## src/rtl/cv32e40p_rf_wb_arbiter.sv

```systemverilog
`default_nettype none
// +------------------------------------------------------------------------+
// | cv32e40p_rf_wb_arbiter                                                 |
// | W2 write-back arbiter: fixed-priority LSU plus round-robin producers,   |
// | one-entry output stage and pending-write scoreboard.                    |
// | Revision: 1.0                                                           |
// +------------------------------------------------------------------------+
module cv32e40p_rf_wb_arbiter #(
    parameter int ADDR_WIDTH = 6,
    parameter int DATA_WIDTH = 32,
    parameter int NUM_REQ    = 3
) (
    input  logic                                   clk,
    input  logic                                   rst_n,
    input  logic [NUM_REQ-1:0]                     req_valid_i,
    output logic [NUM_REQ-1:0]                     req_ready_o,
    input  logic [NUM_REQ-1:0][ADDR_WIDTH-1:0]     req_addr_i,
    input  logic [NUM_REQ-1:0][DATA_WIDTH-1:0]     req_data_i,
    input  logic                                   hold_i,
    output logic [ADDR_WIDTH-1:0]                  waddr_b_o,
    output logic [DATA_WIDTH-1:0]                  wdata_b_o,
    output logic                                   we_b_o,
    output logic [(2**ADDR_WIDTH)-1:0]             busy_o
);

    localparam int PTR_W = $clog2(NUM_REQ);
    localparam int CW    = PTR_W + 1;
    localparam int NREG  = 2**ADDR_WIDTH;

    logic [PTR_W-1:0]      rr_ptr_q, rr_ptr_d;
    logic                  stage_valid_q, stage_valid_d;
    logic [ADDR_WIDTH-1:0] stage_addr_q, stage_addr_d;
    logic [DATA_WIDTH-1:0] stage_data_q, stage_data_d;
    logic [NREG-1:0]       busy_q, busy_d;

    logic [NUM_REQ-1:0]    grant;
    logic [PTR_W-1:0]      win_idx;
    logic                  found;
    logic [CW-1:0]         cand;
    logic                  can_accept;
    logic                  transfer;
    logic                  win_is_x0;
    logic [ADDR_WIDTH-1:0] win_addr;
    logic [DATA_WIDTH-1:0] win_data;

    // Requester 0 wins outright; otherwise scan 1..NUM_REQ-1 starting at rr_ptr.
    always_comb begin
        grant   = '0;
        win_idx = '0;
        found   = 1'b0;
        cand    = '0;
        if (req_valid_i[0]) begin
            grant[0] = 1'b1;
        end else begin
            for (int k = 0; k < NUM_REQ-1; k++) begin
                cand = {1'b0, rr_ptr_q} + CW'(k);
                if (cand > CW'(NUM_REQ-1)) begin
                    cand = cand - CW'(NUM_REQ-1);
                end
                if (!found && req_valid_i[cand[PTR_W-1:0]]) begin
                    found   = 1'b1;
                    win_idx = cand[PTR_W-1:0];
                end
            end
            if (found) begin
                grant[win_idx] = 1'b1;
            end
        end
    end

    assign win_addr    = req_addr_i[win_idx];
    assign win_data    = req_data_i[win_idx];
    assign win_is_x0   = (win_addr == '0);
    assign can_accept  = !stage_valid_q || !hold_i;
    assign req_ready_o = grant & {NUM_REQ{can_accept}};
    assign transfer    = |req_ready_o;

    assign we_b_o    = stage_valid_q && !hold_i;
    assign waddr_b_o = stage_addr_q;
    assign wdata_b_o = stage_data_q;
    assign busy_o    = busy_q;

    always_comb begin
        rr_ptr_d      = rr_ptr_q;
        stage_valid_d = stage_valid_q;
        stage_addr_d  = stage_addr_q;
        stage_data_d  = stage_data_q;
        busy_d        = busy_q;

        if (transfer && (win_idx != '0)) begin
            rr_ptr_d = (win_idx == PTR_W'(NUM_REQ-1)) ? PTR_W'(1) : win_idx + PTR_W'(1);
        end

        // An x0 winner is consumed but leaves the stage empty.
        if (transfer) begin
            stage_valid_d = !win_is_x0;
            stage_addr_d  = win_addr;
            stage_data_d  = win_data;
        end else if (we_b_o) begin
            stage_valid_d = 1'b0;
        end

        // Clear before set so a same-address refill keeps the bit high.
        if (we_b_o) begin
            busy_d[stage_addr_q] = 1'b0;
        end
        if (transfer && !win_is_x0) begin
            busy_d[win_addr] = 1'b1;
        end
        busy_d[0] = 1'b0;
    end

    always_ff @(posedge clk or negedge rst_n) begin
        if (!rst_n) begin
            rr_ptr_q      <= PTR_W'(1);
            stage_valid_q <= 1'b0;
            stage_addr_q  <= '0;
            stage_data_q  <= '0;
            busy_q        <= '0;
        end else begin
            rr_ptr_q      <= rr_ptr_d;
            stage_valid_q <= stage_valid_d;
            stage_addr_q  <= stage_addr_d;
            stage_data_q  <= stage_data_d;
            busy_q        <= busy_d;
        end
    end

endmodule
`default_nettype wire

```

## config.mk

```make
export PLATFORM = sky130hd
export DESIGN_NAME = cv32e40p_rf_wb_arbiter
export DESIGN_NICKNAME = d
export VERILOG_FILES = /design/src/rtl/cv32e40p_rf_wb_arbiter.sv
export SDC_FILE = /design/constraint.sdc
export NUM_CORES = 1
export LEC_CHECK = 0
export BUFFER_PORTS_ARGS = -buffer_cell sky130_fd_sc_hd__buf_2
export CAP_MARGIN = 25
export CELL_PAD_IN_SITES_DETAIL_PLACEMENT = 1
export CELL_PAD_IN_SITES_GLOBAL_PLACEMENT = 2
export CORE_ASPECT_RATIO = 0.5
export CORE_MARGIN = 2
export CORE_UTILIZATION = 29
export DETAILED_ROUTE_END_ITERATION = 8
export GPL_ROUTABILITY_DRIVEN = 0
export GPL_TIMING_DRIVEN = 0
export PLACE_DENSITY_LB_ADDON = 0.15
export SYNTH_ARGS = -nofsm -noshare
export SYNTH_HDL_FRONTEND = slang
export SYNTH_SLANG_ARGS = --single-unit
```

## constraint.sdc

```tcl
create_clock -name clk -period 3.89 [get_ports clk]
set_clock_uncertainty 0.1 [all_clocks]
set_input_delay 0.5835 -clock clk [delete_from_list [all_inputs] [get_ports clk]]
set_output_delay 0.5835 -clock clk [all_outputs]
set_load 0.05 [all_outputs]
```

==> reports/metrics.cfg, run 1 <==
[status]
violations=hold timing
status=finished, violations left

[pwr]
combPwrFrac=0.517
p_per_area_nw_per_um2=821
p_int_w=0.00268
pwr-share-clk=0.173
switching_power_w=0.00294
power_w=0.00562
switching_share=0.523
p_seq_frac=0.310
peakVddDrop_uv=525
p_leak_nw=3.14

[logic_synthesis]
syn_area_sq_um=5080
yosysUniqueCellTypes=52
synth_area_leaders=dfrtp_1 51%, nand2_1 6.0%, o31ai_1 5.5%, a22oi_1 5.3%, o21ai_0 5.3%
ys_seq_elements=104
synth_edf_count=0
syn_nets=648
yosys_warnings=0
async_reset_ff_frac=1.00
synth.largest_area_cell=dfrtp_1
synth_top_area_share=0.507
syn_area_per_cell_sq_um=9.63
syn_inst=528
yosys_most_used_dff=dfrtp_1
ys_seq_area_frac=0.512

[clocking]
cts_root_buf=clkbuf_16
cts_max_level=3
clk_pin_slew_ns=0.08
cts.repair.resized=0
insertion_delay_ns=0.34
hold_buffers=0
post_cts.repair.setup_buffers=0
cts_tree=built
cts_made_buffers=9
clock_sinks=104
clock_path_buffers=2

[cells_and_area]
syn2layout_area_growth_pct=34.7
nets=884
fillers=2091
multiInputGateArea_sq_um=2300
fin_area_sq_um=6850
regArea_sq_um=2600
drive_above_1_share=0.365
fin_cells=1004

[timing]
grt_setup_unrepaired=false
drv_slew=0
finalSetupViolCount=0
hold_slack_ns=-0.00200
hold_viol=2
tightestPinTransition_ns=0.973
tns_ns=0
fin_crit_ns=2.72
relSlewSlack=0.345
timing.fmax_ghz=0.367
period_share=0.700

[setup_path]
worstPathRequired_ns=3.21
critPathKind=register to output port
path_cells=nand3b_1, nand2_1, nor2_1, buf_2
critical-path-max-stage-delay_ns=0.60
cp_max_fo=8
critPathLaunchType=register
critPathArrivalTime_ns=2.04
cp-end-kind=output port
cp_slowest_cell=dfstp_2

[placed_design]
placement.io_buffers=224
place_hpwl_um=15600
placed_cells=987
place_area_sq_um=6530

[grt]
grt_max_degree=77
grt_pass1_vias=5319
grt_usage=0.219
grt-ovfl-total=0
grt_pass1_wl_um=31200
antenna_found_initial=4

[floorplanning]
start_util=0.294
die_h_um=97.6
rows=34
dieArea_sq_um=18700
die_width_um=191
ioPinCount=226
core_area_sq_um=17300

[detailed_routing]
finalWirelength_um=20400
routed_via_density=5.16
drtIter0Drc=260
drc=0
dr.pass1.iters=4
drt.antenna.violating_nets=0
wl_per_cell_um=20.3
vias=5177

[hold_path]
hp-class=primary input to asynchronous set/reset pin

[job]
drv_cap=0

==> critical path, delay by kind of cell (launching register included) <==
family        cells  cell delay (ns)
flops             1             0.60
buf+inv           1             0.36
simple gates      3             0.73
==> per-layer routing <==
layer	vias to the layer above	track usage	routed length, um
li1	2430	-	-
met1	2586	0.304	9550
met2	136	0.349	9460
met3	19	0.0553	1130
met4	6	0.0337	177
met5	-	0	46
==> cell type report <==
| class | instances | share of cell area |
|---|---|---|
| tap | 234 | 0.0427 |
| buffer | 37 | 0.0232 |
| multi-input combinational | 380 | 0.335 |
| clock buffer | 10 | 0.0349 |
| clock inverter | 6 | 0.0111 |
| sequential | 104 | 0.380 |
| timing repair buffer | 225 | 0.169 |
| antenna | 1 | 0.000365 |
| inverter | 7 | 0.00384 |
==> Yosys cell counts, types with 3 or more instances <==
master,number
dfrtp_1,103
nand2_1,81
o21ai_0,54
nor2_1,47
o31ai_1,37
a22oi_1,36
a31oi_1,28
clkbuf_1,23
a32o_1,16
buf_2,10
and3_1,6
inv_1,6
nand3_1,6
nand2b_1,5
o31ai_2,5
or2_2,5
nor2b_1,4
a21oi_1,3
nand3b_1,3
nor2b_2,3
o221ai_1,3
==> cells in the final DEF, fill, tap and decap left out, drive strengths merged, types with 2 or more instances in the layout <==
master | synthesis | layout
o31ai | 42 | 42
or3 | 2 | 2
nand3b | 3 | 3
o41ai | 2 | 2
nor3 | 3 | 3
a221oi | 2 | 2
or2 | 6 | 6
or3b | 2 | 2
nand2 | 83 | 83
nand3 | 7 | 7
buf | 14 | 239
o21a | 2 | 2
nand2b | 5 | 5
a31oi | 29 | 29
o21ai | 57 | 57
and3 | 6 | 6
a221o | 2 | 2
inv | 6 | 7
a22oi | 36 | 36
and3b | 2 | 2
clkinv | 1 | 5
o221ai | 3 | 3
clkbuf | 23 | 33
dfrtp | 103 | 103
a32o | 16 | 16
nor2b | 7 | 7
nor2 | 48 | 48
a21oi | 3 | 3
nand4 | 2 | 2
==> power by group through the flow <==
stage / clock (W) / sequential (W) / combinational, W
6_report: 0.000974 / 0.00174 / 0.00291
5_1_grt: 0.00104 / 0.00180 / 0.00308
4_1_cts: 0.000996 / 0.00175 / 0.00293
3_5_place_dp: 0 / 0.00177 / 0.00293
3_3_place_gp: 0 / 0.00176 / 0.00289
2_1_floorplan: 0 / 0.00314 / 0.000698
==> logic make-up (layout without fill, tap and decap cells) <==
family          Yosys count  count (layout)  synth area share
other cells               1               2          0.000737
compound gates          200             200             0.286
simple gates            179             179             0.165
flops                   104             104             0.512
buf+inv                  44             285            0.0364
==> registers in the layout, summed over array words and instances, names as in the netlist <==
name	count
waddr_b_o	6
rr_ptr_q	2
wdata_b_o	32
busy_o	63
stage_valid_q	1
==> final timing paths <==
path / from / end / slack, ns / depth (start not counted)
worst max-delay path: rr_ptr_q[0] / req_ready_o[1] / 1.17 / 4
min in group clk: req_data_i[52] / wdata_b_o[20] / 0.38 / 3
worst min register to register: busy_o[38] / busy_o[38] / 0.38 / 2
max in group asynchronous: rst_n / busy_o[51] / 3.00 / 2
worst max register to register: rr_ptr_q[0] / busy_o[10] / 1.21 / 5
worst min-delay path: rst_n / wdata_b_o[6] / -0.002 / 1
==> stage by stage <==
step,setup slack [ns],utilization
5_1_grt,0.996,0.396
3_5_place_dp,1.09,0.378
6_report,1.17,0.397
3_3_place_gp,0.773,0.376
2_1_floorplan,1.50,-
4_1_cts,1.20,0.396
No activity file was read; power rests on OpenSTA's default activity.
==> run 2, diff against run 1 <==
CORE_UTILIZATION = 24   (was 29)
clock period = 2.3 ns   (was 3.89 ns; I/O delays follow)
==> run 2 against run 1 <==
Compared with the run above:
- critical path type is now register to register
- the flow now finishes without violations
- flip-flop and latch count unchanged
- first-iteration DRC count increased by 5.8%
- highest routed layer is now met4
- register-to-register slack got worse by 1.1 ns
==> reports/metrics.cfg, run 2 (same netlist as run 1, synthesis figures left out) <==
[timing]
setup_ws_ns=0.0631  ; -1.10 ns
tns_ns=0  ; unchanged
finalSetupViolCount=0  ; unchanged
grt_setup_unrepaired=true
fin_crit_ns=2.24
drv_slew=0  ; unchanged
tightestPinTransition_ns=1.10  ; +0.123 ns
period_share=0.973
relSlewSlack=0.262  ; -0.0829
timing.fmax_ghz=0.447
hold_viol=0  ; -2

[cells_and_area]
drive_above_1_share=0.418  ; +0.0524
layout_commonest_cell=buf_2
fillers=2432  ; +16%
fin_cells=1059  ; +5.5%
final_cell_mix=225 x buf_2, 102 x dfrtp_1, 76 x nand2_1
largest_reg_flops=63  ; unchanged
nets=901  ; +1.9%
multiInputGateArea_sq_um=2480  ; +8.0%
regArea_sq_um=2610  ; about the same
syn2layout_area_growth_pct=43.0

[placed_design]
place_hpwl_um=16200  ; +3.7%
placed_cells=1026  ; +4.0%
place_ws_ns=-0.416  ; -1.51 ns
placement.io_buffers=224  ; unchanged

[setup_path]
cpMostUsedCell=buf_4
critical-path-max-stage-delay_ns=0.62  ; +0.02 ns
cp_slowest_cell=dfstp_2
critPathBufInv=2  ; +1
worstPathRequired_ns=2.45  ; -0.76 ns
cp_max_fo=9  ; +1
critPathLaunchType=register
crit_family=simple AND/OR/NAND/NOR gates
path_cells=and3b_1, or3_1, o221ai_1, buf_4, buf_4, nand2_2, o31ai_1
cp-end-kind=register
critPathKind=register to register
critPathArrivalTime_ns=2.39  ; +0.35 ns

[clocking]
clock_sinks=104  ; unchanged
clock_path_buffers=2  ; unchanged
cts_made_buffers=9  ; unchanged
cts_root_buf=clkbuf_16
cts_tree=built
insertion_delay_ns=0.35  ; about the same
cts_max_level=3  ; unchanged
clk_pin_slew_ns=0.07  ; about the same

[floorplanning]
ioPinCount=226  ; unchanged
die_width_um=210  ; +9.7%
die_h_um=107  ; +9.5%
core_area_sq_um=20600  ; +20%
rows=37  ; +8.8%
start_util=0.246  ; -0.0481
dieArea_sq_um=22400  ; +20%

[pwr]
p_per_area_nw_per_um2=1320  ; +60%
combPwrFrac=0.536  ; +0.019
peakVddDrop_uv=453  ; -14%
switching_power_w=0.00501  ; +70%
pwr-share-clk=0.156  ; -0.017
power_w=0.00958  ; +70%
switching_share=0.523  ; about the same
p_leak_nw=3.30  ; +5.1%
p_seq_frac=0.309  ; about the same
p_int_w=0.00457  ; +70%

[job]
drv_cap=0  ; unchanged

[detailed_routing]
vias=5146  ; -0.60%
drtIter0Drc=275  ; +5.8%
dr.pass1.iters=4  ; unchanged
wl_per_cell_um=20.0  ; -1.4%
drc=0  ; unchanged
finalWirelength_um=21200  ; +4.0%
drt.antenna.violating_nets=0  ; unchanged
routed_via_density=4.86  ; -5.8%

[status]
status=finished clean

[grt]
antenna_found_initial=1  ; -3
grt_usage=0.192  ; -0.0265
grt_max_degree=63  ; -18%
grt_pass1_vias=5555  ; +4.4%
grt_pass1_wl_um=32900  ; +5.2%
grt-ovfl-total=0  ; unchanged

[hold_path]
hp-class=primary input to register

-- run 2: changes by cell type in the layout (fill, tap and decap cells not counted), moves of 5 or more --
cell      previous run  this run
o31ai_1             37        31
o31ai_2              5        11
buf_2              233       225
nand2_1             81        76
clkbuf_1            23        18
buf_6                1         7
buf_4                2        19
-- run 2: power groups by stage --
stage	clock network (W)	registers [W]	logic [W]
6_report	0.00149	0.00296	0.00513
4_1_cts	0.00155	0.00297	0.00504
3_5_place_dp	0	0.00300	0.00497
3_3_place_gp	0	0.00298	0.00494
2_1_floorplan	0	0.00531	0.00118
5_1_grt	0.00162	0.00306	0.00544
-- run 2: area by class of cell --
cell class              count  area share
plain buffers              36      0.0275
inverters                   7     0.00361
repair buffers            243       0.184
clock buffers              11      0.0348
diodes                      1    0.000344
multi-input cells         380       0.341
clock inverters             4     0.00379
well taps                 273      0.0470
flip-flops and latches    104       0.358
-- run 2: final timing paths --
check	from	slack, ns	to	cells past startpoint
hold / removal	req_data_i[12]	0.14	wdata_b_o[12]	3
max in group asynchronous	rst_n	1.03	busy_o[55]	3
setup reg to reg	rr_ptr_q[0]	0.06	busy_o[8]	7
setup / recovery	rr_ptr_q[0]	0.06	busy_o[8]	7
hold reg to reg	busy_o[32]	0.39	busy_o[32]	2
min in group asynchronous	rst_n	0.38	wdata_b_o[0]	2
-- run 2: worst min-delay path, delay by kind of cell --
family          cells  cell delay (ns)
compound gates      1             0.07
buf+inv             1             0.10
simple gates        1             0.05
-- run 2: metrics by stage --
stage	hold WS (ns)	cell area [sq um]	utilization
2_1_floorplan	-0.0506	5080	-
3_3_place_gp	0.367	6550	0.317
3_5_place_dp	0.198	6580	0.319
4_1_cts	0.125	7000	0.339
5_1_grt	0.134	7270	0.352
6_report	0.142	7270	0.352
-- run 2: repair_timing --
action | 4_1_cts | 5_1_grt
hold buffers | 1 | 0
setup endpoints to repair | 96 | 81
pin swaps | 4 | 11
setup buffers | 4 | 13
gates resized for setup | 25 | 44
endpoints found under the hold margin | 42 | 0
-- run 2: layer usage --
layer	GRT usage	share of wire	vias to the layer above
met4	0.0248	0.0056	0
met3	0.0539	0.051	9
met1	0.262	0.48	2559
met2	0.313	0.46	113
li1	-	-	2465
met5	0	0	-
